===== src/rtl/bitrev_ctrl_pkg.sv =====
// Shared types and sizing helpers for the bit-reversal frame sequencer.
package bitrev_ctrl_pkg;

  typedef enum logic [3:0] {
    StCoreRst,
    StLoad,
    StWr,
    StWrGap,
    StStart,
    StWaitDone,
    StRd,
    StRdGap,
    StRdCap,
    StOut,
    StErr
  } state_e;

  localparam int unsigned FRAME_CNT_W = 16;

  // Counter width able to hold 0..n-1, never narrower than one bit.
  function automatic int unsigned cnt_w(input int unsigned n);
    return (n > 1) ? $clog2(n) : 1;
  endfunction

endpackage


===== src/rtl/bitrev_frame_ctrl.sv =====
// Frame sequencer for the bit-reversal core: loads N_WORDS, starts the core,
// waits for done with a timeout, streams the results out, then resets the core.
module bitrev_frame_ctrl
  import bitrev_ctrl_pkg::*;
#(
  parameter int unsigned DATA_W         = 32,
  parameter int unsigned N_WORDS        = 4,
  parameter int unsigned RST_CYCLES     = 4,
  parameter int unsigned TIMEOUT_CYCLES = 1024
) (
  input  logic                   clk,
  input  logic                   rst_ni,
  input  logic [DATA_W-1:0]      s_data_i,
  input  logic                   s_valid_i,
  output logic                   s_ready_o,
  output logic [DATA_W-1:0]      m_data_o,
  output logic                   m_valid_o,
  input  logic                   m_ready_i,
  output logic [DATA_W-1:0]      core_din_o,
  output logic                   core_write_o,
  output logic                   core_start_o,
  output logic                   core_read_o,
  output logic                   core_rst_o,
  input  logic [DATA_W-1:0]      core_dout_i,
  input  logic                   core_done_i,
  input  logic                   clr_err_i,
  output logic                   busy_o,
  output logic                   err_o,
  output logic [FRAME_CNT_W-1:0] frame_cnt_o
);

  localparam int unsigned IdxW    = cnt_w(N_WORDS);
  localparam int unsigned RstCntW = cnt_w(RST_CYCLES);
  localparam int unsigned ToCntW  = cnt_w(TIMEOUT_CYCLES);

  localparam logic [IdxW-1:0]    IdxLast = IdxW'(N_WORDS - 1);
  localparam logic [RstCntW-1:0] RstLast = RstCntW'(RST_CYCLES - 1);
  localparam logic [ToCntW-1:0]  ToLast  = ToCntW'(TIMEOUT_CYCLES - 1);

  state_e                 state_q, state_d;
  logic [IdxW-1:0]        idx_q, idx_d;
  logic [RstCntW-1:0]     rst_cnt_q, rst_cnt_d;
  logic [ToCntW-1:0]      to_cnt_q, to_cnt_d, to_cnt_inc;
  logic [DATA_W-1:0]      din_q, din_d;
  logic [DATA_W-1:0]      m_data_q, m_data_d;
  logic [FRAME_CNT_W-1:0] frame_cnt_q, frame_cnt_d;
  logic                   m_valid_q, m_valid_d;
  logic                   write_q, write_d;
  logic                   start_q, start_d;
  logic                   read_q, read_d;
  logic                   core_rst_q, core_rst_d;
  logic                   busy_q, busy_d;
  logic                   err_q, err_d;

  assign to_cnt_inc = to_cnt_q + 1'b1;

  always_comb begin
    state_d     = state_q;
    idx_d       = idx_q;
    rst_cnt_d   = rst_cnt_q;
    to_cnt_d    = to_cnt_q;
    din_d       = din_q;
    m_data_d    = m_data_q;
    frame_cnt_d = frame_cnt_q;

    unique case (state_q)
      StCoreRst: begin
        if (rst_cnt_q == RstLast) begin
          rst_cnt_d = '0;
          idx_d     = '0;
          state_d   = StLoad;
        end else begin
          rst_cnt_d = rst_cnt_q + 1'b1;
        end
      end
      StLoad: begin
        if (s_valid_i) begin
          din_d   = s_data_i;
          state_d = StWr;
        end
      end
      StWr: state_d = StWrGap;
      StWrGap: begin
        if (idx_q == IdxLast) begin
          idx_d   = '0;
          state_d = StStart;
        end else begin
          idx_d   = idx_q + 1'b1;
          state_d = StLoad;
        end
      end
      StStart: begin
        to_cnt_d = '0;
        state_d  = StWaitDone;
      end
      StWaitDone: begin
        if (core_done_i) begin
          state_d = StRd;
        end else begin
          to_cnt_d = to_cnt_inc;
          if (to_cnt_inc == ToLast) state_d = StErr;
        end
      end
      StRd:    state_d = StRdCap;
      StRdCap: begin
        m_data_d = core_dout_i;
        state_d  = StOut;
      end
      StOut: begin
        if (m_ready_i) begin
          if (idx_q == IdxLast) begin
            frame_cnt_d = frame_cnt_q + 1'b1;
            idx_d       = '0;
            rst_cnt_d   = '0;
            state_d     = StCoreRst;
          end else begin
            idx_d   = idx_q + 1'b1;
            state_d = StRdGap;
          end
        end
      end
      StRdGap: state_d = StRd;
      StErr: begin
        if (clr_err_i) begin
          idx_d     = '0;
          rst_cnt_d = '0;
          state_d   = StCoreRst;
        end
      end
      default: state_d = StCoreRst;
    endcase

    // Outputs are registered from the next state so they line up with the state itself.
    write_d    = (state_d == StWr);
    start_d    = (state_d == StStart);
    read_d     = (state_d == StRd);
    m_valid_d  = (state_d == StOut);
    err_d      = (state_d == StErr);
    core_rst_d = (state_d == StCoreRst) || (state_d == StErr);
    busy_d     = !((state_d == StLoad) && (idx_d == '0));
  end

  always_ff @(posedge clk or negedge rst_ni) begin
    if (!rst_ni) begin
      state_q     <= StCoreRst;
      idx_q       <= '0;
      rst_cnt_q   <= '0;
      to_cnt_q    <= '0;
      din_q       <= '0;
      m_data_q    <= '0;
      frame_cnt_q <= '0;
      m_valid_q   <= 1'b0;
      write_q     <= 1'b0;
      start_q     <= 1'b0;
      read_q      <= 1'b0;
      core_rst_q  <= 1'b1;
      busy_q      <= 1'b0;
      err_q       <= 1'b0;
    end else begin
      state_q     <= state_d;
      idx_q       <= idx_d;
      rst_cnt_q   <= rst_cnt_d;
      to_cnt_q    <= to_cnt_d;
      din_q       <= din_d;
      m_data_q    <= m_data_d;
      frame_cnt_q <= frame_cnt_d;
      m_valid_q   <= m_valid_d;
      write_q     <= write_d;
      start_q     <= start_d;
      read_q      <= read_d;
      core_rst_q  <= core_rst_d;
      busy_q      <= busy_d;
      err_q       <= err_d;
    end
  end

  assign s_ready_o    = (state_q == StLoad);
  assign m_data_o     = m_data_q;
  assign m_valid_o    = m_valid_q;
  assign core_din_o   = din_q;
  assign core_write_o = write_q;
  assign core_start_o = start_q;
  assign core_read_o  = read_q;
  assign core_rst_o   = core_rst_q;
  assign busy_o       = busy_q;
  assign err_o        = err_q;
  assign frame_cnt_o  = frame_cnt_q;

endmodule


===== config.mk =====
export PLATFORM = sky130hd
export DESIGN_NAME = bitrev_frame_ctrl
export DESIGN_NICKNAME = d
export VERILOG_FILES = /design/src/rtl/bitrev_ctrl_pkg.sv /design/src/rtl/bitrev_frame_ctrl.sv
export SDC_FILE = /design/constraint.sdc
export NUM_CORES = 1
export LEC_CHECK = 0
export BUFFER_PORTS_ARGS = -buffer_cell sky130_fd_sc_hd__buf_2
export CAP_MARGIN = 20
export CORE_MARGIN = 5
export CORE_UTILIZATION = 38
export CTS_BUF_LIST = sky130_fd_sc_hd__clkbuf_4 sky130_fd_sc_hd__clkbuf_8
export CTS_CLUSTER_DIAMETER = 200
export CTS_CLUSTER_SIZE = 20
export DETAILED_ROUTE_END_ITERATION = 10
export GPL_TIMING_DRIVEN = 0
export PLACE_DENSITY = 0.61
export SLEW_MARGIN = 20
export SYNTH_ARGS = -nofsm -noshare
export SYNTH_HDL_FRONTEND = slang
export SYNTH_SLANG_ARGS = --single-unit

===== constraint.sdc =====
create_clock -name clk -period 2.65 [get_ports clk]
set_input_delay 0.1325 -clock clk [delete_from_list [all_inputs] [get_ports clk]]
set_output_delay 0.1325 -clock clk [all_outputs]
set_load 0.02 [all_outputs]

== After elaboration in Yosys (flattened, before gate mapping) ==
Index checks and enable logic that the tools add are counted.

* Register bits after elaboration: 105
* Latch bits: 0
* RAM bits: 0
* ROM bits: 0
* Output and inout bits: 88
* Word-level logic and storage cells: 74
* Memories kept: 0

* Add/sub/neg operators: 4
* Multiply operators: 0
* Divide/modulo/power cells: 0
* $lt $le $gt $ge: 0
* Equality and inequality tests: 23
* Shift operators: 0
* Mux-type cells: 21
* Bitwise operators: 0
* Reduce and logical (&&, ||, !) cells: 12

{| class="wikitable"
|+ Operators with widths
! operator !! count
|-
| case mux 4 bit (11 select lines) || 1
|-
| equality test 4 x 3 -> 1 bit, second input constant || 6
|-
| 2-to-1 mux 4 bit || 6
|-
| equality test 4 bit, second input constant || 5
|-
| case mux 10 bit (2 select lines) || 1
|-
| adder 16 x 1 -> 16 bit, second input constant || 1
|-
| 2-to-1 mux 2 bit || 8
|-
| equality test 4 x 2 -> 1 bit, second input constant || 3
|-
| adder 10 x 1 -> 10 bit, second input constant || 1
|-
| equality test 10 bit, second input constant || 1
|-
| 2-to-1 mux 10 bit || 1
|-
| equality test 4 x 1 -> 1 bit, second input constant || 2
|-
| zero test 4 bit || 2
|-
| != test 2 bit, second input constant || 4
|-
| case mux 2 bit (4 select lines) || 1
|-
| 2-to-1 mux 3 bit || 2
|-
| case mux 2 bit (3 select lines) || 1
|-
| adder 2 x 1 -> 2 bit, second input constant || 2
|-
| equality test 2 bit, second input constant || 2
|-
| AND reduction 2 bit || 2
|-
| AND reduction 4 bit || 1
|-
| AND reduction 3 bit || 1
|-
| nonzero test 3 bit || 1
|-
| zero test 2 bit || 1
|-
| other kinds (4) || 4
|}

== Longest topological paths before layout ==
* Depth after elaboration: 8
* Gate-level depth with buffers: 9
* Depth with buffers taken out: 7

== Worst setup path before layout ==
Ideal clock, no wire load.

* Kind: reg-to-reg
* Start point: register state_q[1]
* End point: register din_q[10] (netlist: core_din_o[10])
* Library setup time: 0.065 ns
* Arrival: 1.937 ns
* Required time: 2.585 ns
* Path slack: 0.648 ns
* Cell stages (with the launch flop): 10
* Buffers on the path: 3
* Clock period less this slack: 2.002 ns
* Path through: dfrtp_1 buf_6 nand2b_4 buf_6 nor3_1 nand2_1 inv_1 buf_2 nand2_1 nand2_1

* Longest elaborated chain between the ends: 2

{| class="wikitable"
|+ RTL lines
! item !! RTL line !! source
|-
| start: declaration || bitrev_frame_ctrl.sv:40 || <nowiki>state_e state_q, state_d;</nowiki>
|-
| start signal: assignment || bitrev_frame_ctrl.sv:145 || <nowiki>state_q <= StCoreRst;</nowiki>
|-
| start signal: assignment || bitrev_frame_ctrl.sv:160 || <nowiki>state_q <= state_d;</nowiki>
|-
| equality test 4 x 1 -> 1 bit || -- ||
|-
| net s_ready_o || bitrev_frame_ctrl.sv:15 || <nowiki>output logic s_ready_o,</nowiki>
|-
| AND reduction 2 bit (no line) || -- ||
|-
| end signal: assignment || bitrev_frame_ctrl.sv:164 || <nowiki>din_q <= din_d;</nowiki>
|-
| end: declaration || bitrev_frame_ctrl.sv:44 || <nowiki>logic [DATA_W-1:0] din_q, din_d;</nowiki>
|}

The timed path passes the listed nets, and every way through them passes these cells.
A chain may end at the register's enable or synchronous reset.

== Worst setup path in the final report ==
* Start point: register state_q[3]
* End point: register m_data_q[30] (netlist: m_data_o[30])

* Longest elaborated chain between the ends: 1

{| class="wikitable"
|+ RTL lines
! item !! RTL line !! source
|-
| equality test 4 bit || bitrev_frame_ctrl.sv:66 || <nowiki>unique case (state_q)</nowiki>
|-
| end signal: assignment || bitrev_frame_ctrl.sv:165 || <nowiki>m_data_q <= m_data_d;</nowiki>
|-
| end: declaration || bitrev_frame_ctrl.sv:45 || <nowiki>logic [DATA_W-1:0] m_data_q, m_data_d;</nowiki>
|}

No other way between the ends.

==> impl_results.md <==
* Outcome: complete, no violations
* Syn_nets at between 500 and 600
* Async S/R FF share, synth at 1.00
* DRT iter0 DRCs at roughly 170
* Top cells by area, synth: dfrtp_1 (57%), nand2_1 (9.5%), mux2_2 (8.1%)
* Synth Flop Type: dfrtp_1
* Vias/cell at 4.79
* Unrepaired setup endpoints after global routing: false
* Non-filler instance count after layout at 816
* First-pass DRT Iterations at 4
* CTS tree: yes
* Hold Path Origin: core_done_i
* Most common cell on crit path: buf_2
* Setup Fix Bufs, Post-CTS at 0
* WP data arrival at 2310 ps
* PwrDens at 895 nW/µm²
* Fin crit share at 0.771
* Worst reg-to-reg path cell count at 5
* Vias in the first global route at roughly 4000
* Nets@finish at between 700 and 800
* Post-route antenna net violation count at 0
* Kind of critical path: flop to flop
* Final WS setup at 607 ps
* Initial antenna violation count at 0
* Final setup TNS at 0 ps
* Grt ovf at 0
* Worst Tran Pin Value at 610 ps
* Layout cells sized above 1 at 0.341
* Die Width at 120 µm
* Worst Path Max Fanout at 10
* Boundary Pins at 158
* CTS Buffer Depth at 2
* Slew headroom at 0.590
* Clock-pin slew on the worst setup and hold paths at 100 ps
* Port buffer count at between 150 and 200
* Clock Latency Late Sink at 380 ps
* Placed inst area at 5570 µm²
* Netlist Area Pre-Place at 4560 µm²
* Critical Path RT at 2920 ps
* Met1 usage at 0.208
* Most frequent cells in the layout: buf_2 (164), nand2_1 (115), dfrtp_1 (104)
* Row count at 40
* Delay of the slowest critical-path stage at ~490 ps
* Final setup fails at 0
* Via count at between 3000 and 4000
* Post-Place Setup Slack at 609 ps
* Critical path's slowest cell: nor3_1
* Top-area cell type share of the netlist area at 0.570
* First-pass GRT wire length at 19100 µm
* Sequential share of the synthesized area at 0.576
* Critical path launch point type: flop
* Syn. warnings at 0
* WL final at roughly 12000 µm
* End of the worst hold path: core_read_o$_DFF_PN0_
* Final slew viol count at 0
* Final Critical Period at 2040 ps
* H-tree levels at 3
* RD Place Congestion at 0.864
* R2r setup slk at 610 ps
* M2 GR Usage at 0.267
* GRT met3 Usage at 0.0429
* Post-synth EDFFs at 0
* Syn avg cell area at about 11 µm²
* Final Hold Vio Count at 0
* Hpwl dp at 8000 µm
* Post_cts resized at 0
* Placed insts at 734
* Gr usage total at 0.164
* Largest net degree at the start of global routing at 61
* Commonest non-fill, non-tap cell in the layout: buf_2
* Die area at 14300 µm²
* P_leak at approximately 3.4 nW
* Max frequency at approximately 500 MHz
* Critical-path cell list: nand2b_1 -> buf_2 -> nor3_1 -> buf_2 -> mux2_2
* Max Cap Viol at 0
* Drt wl/cell at 14.3 µm
* Clock sinks at about 110
* CTS Buf Count at 9
* Hold Path Class: input pin to flop
* Mapped Cells at approximately 430
* Die height at about 120 µm
* Root buf cell: clkbuf_8
* CP endpoint kind: flop
* Final Skew at about 12 ps
* P&R area growth vs syn at 40.9%
* Reg2reg start: state_q[3]$_DFF_PN0_
* Top Usage Layer GRT: met2
* Peak VDD IR at 0.480 mV
* Area leader, netlist: dfrtp_1
* Min-Delay Path Depth at 2
* Design area at 6430 µm²
* Core Box Area at roughly 12000 µm²
* Cell variety after synth at 51
* Seq cells post-synth at 105
* Initial core utilization at 0.383
* Reg-to-reg endpoint: m_data_o[30]$_DFFE_PN0P_
* Drt drc at 0
## layout make-up
class / instances / area [µm²]
fillers: 1065 / 5480
flip-flops and latches: 105 / 2630
multi-input cells: 294 / 1800
repair buffers: 223 / 1470
well taps: 147 / 184
clock buffers: 12 / 159
plain buffers: 20 / 100
clock inverters: 4 / 51.3
inverters: 10 / 37.5
diodes: 1 / 2.50
## per-layer routing
metal | share of wire | wire length, µm
met5 | 0 | 0
met4 | 0.021 | 250
met3 | 0.072 | 845
met2 | 0.48 | 5560
met1 | 0.43 | 5000
## how the worst max path moves through the flow
| stage | depth (start not counted) | from | slack (ps) | to |
|---|---|---|---|---|
| 5_1_grt | 5 | state_q[3]$_DFF_PN0_ | 390 | m_data_o[11]$_DFFE_PN0P_ |
| 6_report | 5 | state_q[3]$_DFF_PN0_ | 610 | m_data_o[30]$_DFFE_PN0P_ |
| 2_1_floorplan | 9 | state_q[1]$_DFF_PN0_ | 650 | core_din_o[10]$_DFFE_PN0P_ |
| 4_1_cts | 5 | state_q[2]$_DFF_PN0_ | 580 | m_data_o[11]$_DFFE_PN0P_ |
| 3_3_place_gp | 1 | rst_ni | 310 | to_cnt_q[9]$_DFFE_PN0P_ |
| 3_5_place_dp | 5 | state_q[3]$_DFF_PN0_ | 610 | m_data_o[11]$_DFFE_PN0P_ |
## per-stage QoR
step | util | hold slack [ps] | power, mW
after floorplan | - | -163 | 3.90
after global placement | 0.465 | 324 | 4.59
after detailed placement | 0.467 | 151 | 4.68
after CTS | 0.540 | 54.8 | 5.80
after global routing | 0.540 | 68.9 | 6.17
final | 0.540 | 82.1 | 5.76
## flip-flops by register name, summed over array words and instances (netlist names)
| signal | flops |
|---|---|
| busy_o | 1 |
| core_start_o | 1 |
| idx_q | 2 |
| core_rst_o | 1 |
| m_valid_o | 1 |
| m_data_o | 32 |
| err_o | 1 |
| core_din_o | 32 |
| core_write_o | 1 |
| rst_cnt_q | 2 |
| frame_cnt_o | 16 |
| state_q | 4 |
| to_cnt_q | 10 |
| core_read_o | 1 |
## synth_stat cells (3+ instances only)
cell type  number
buf_2           8
mux2_2         33
nand2b_1        6
dfrtp_1       104
ha_1            5
xor2_1          5
a21oi_1        11
or3_1           4
clkbuf_1       10
nand2_1       115
nor2_1         19
o31ai_1         3
nand3_1        10
xnor2_1        13
o21bai_1        3
o21ai_0        18
inv_1          10
a31oi_1         3
nor2b_1         4
## power breakdown
group / total, mW / internal [mW] / switching [mW]
clock: 1.04 / 0.499 / 0.537
combinational: 2.41 / 0.932 / 1.48
sequential: 2.31 / 2.05 / 0.258
## critical path, delay by kind of cell (launching register included)
kind          cells  cell delay (ps)
flops             1              460
simple gates      2              560
mux               1              380
buf+inv           2              540
## cells by family after synthesis
group / count (synthesis) / synth area share
AO/OA/AOI/OAI: 55 / 0.0765
XOR/XNOR: 19 / 0.0381
adder cells (fa/ha/maj): 5 / 0.0137
buffers and inverters: 30 / 0.0302
flip-flops: 105 / 0.576
multiplexers: 33 / 0.0814
AND/OR/NAND/NOR: 182 / 0.184
## timing repair
item	CTS	global route
endpoints found under the setup margin	0	0
hold buffers	65	0
hold endpoints to repair	123	0
Note: power is estimated with default switching activity, not from simulation.
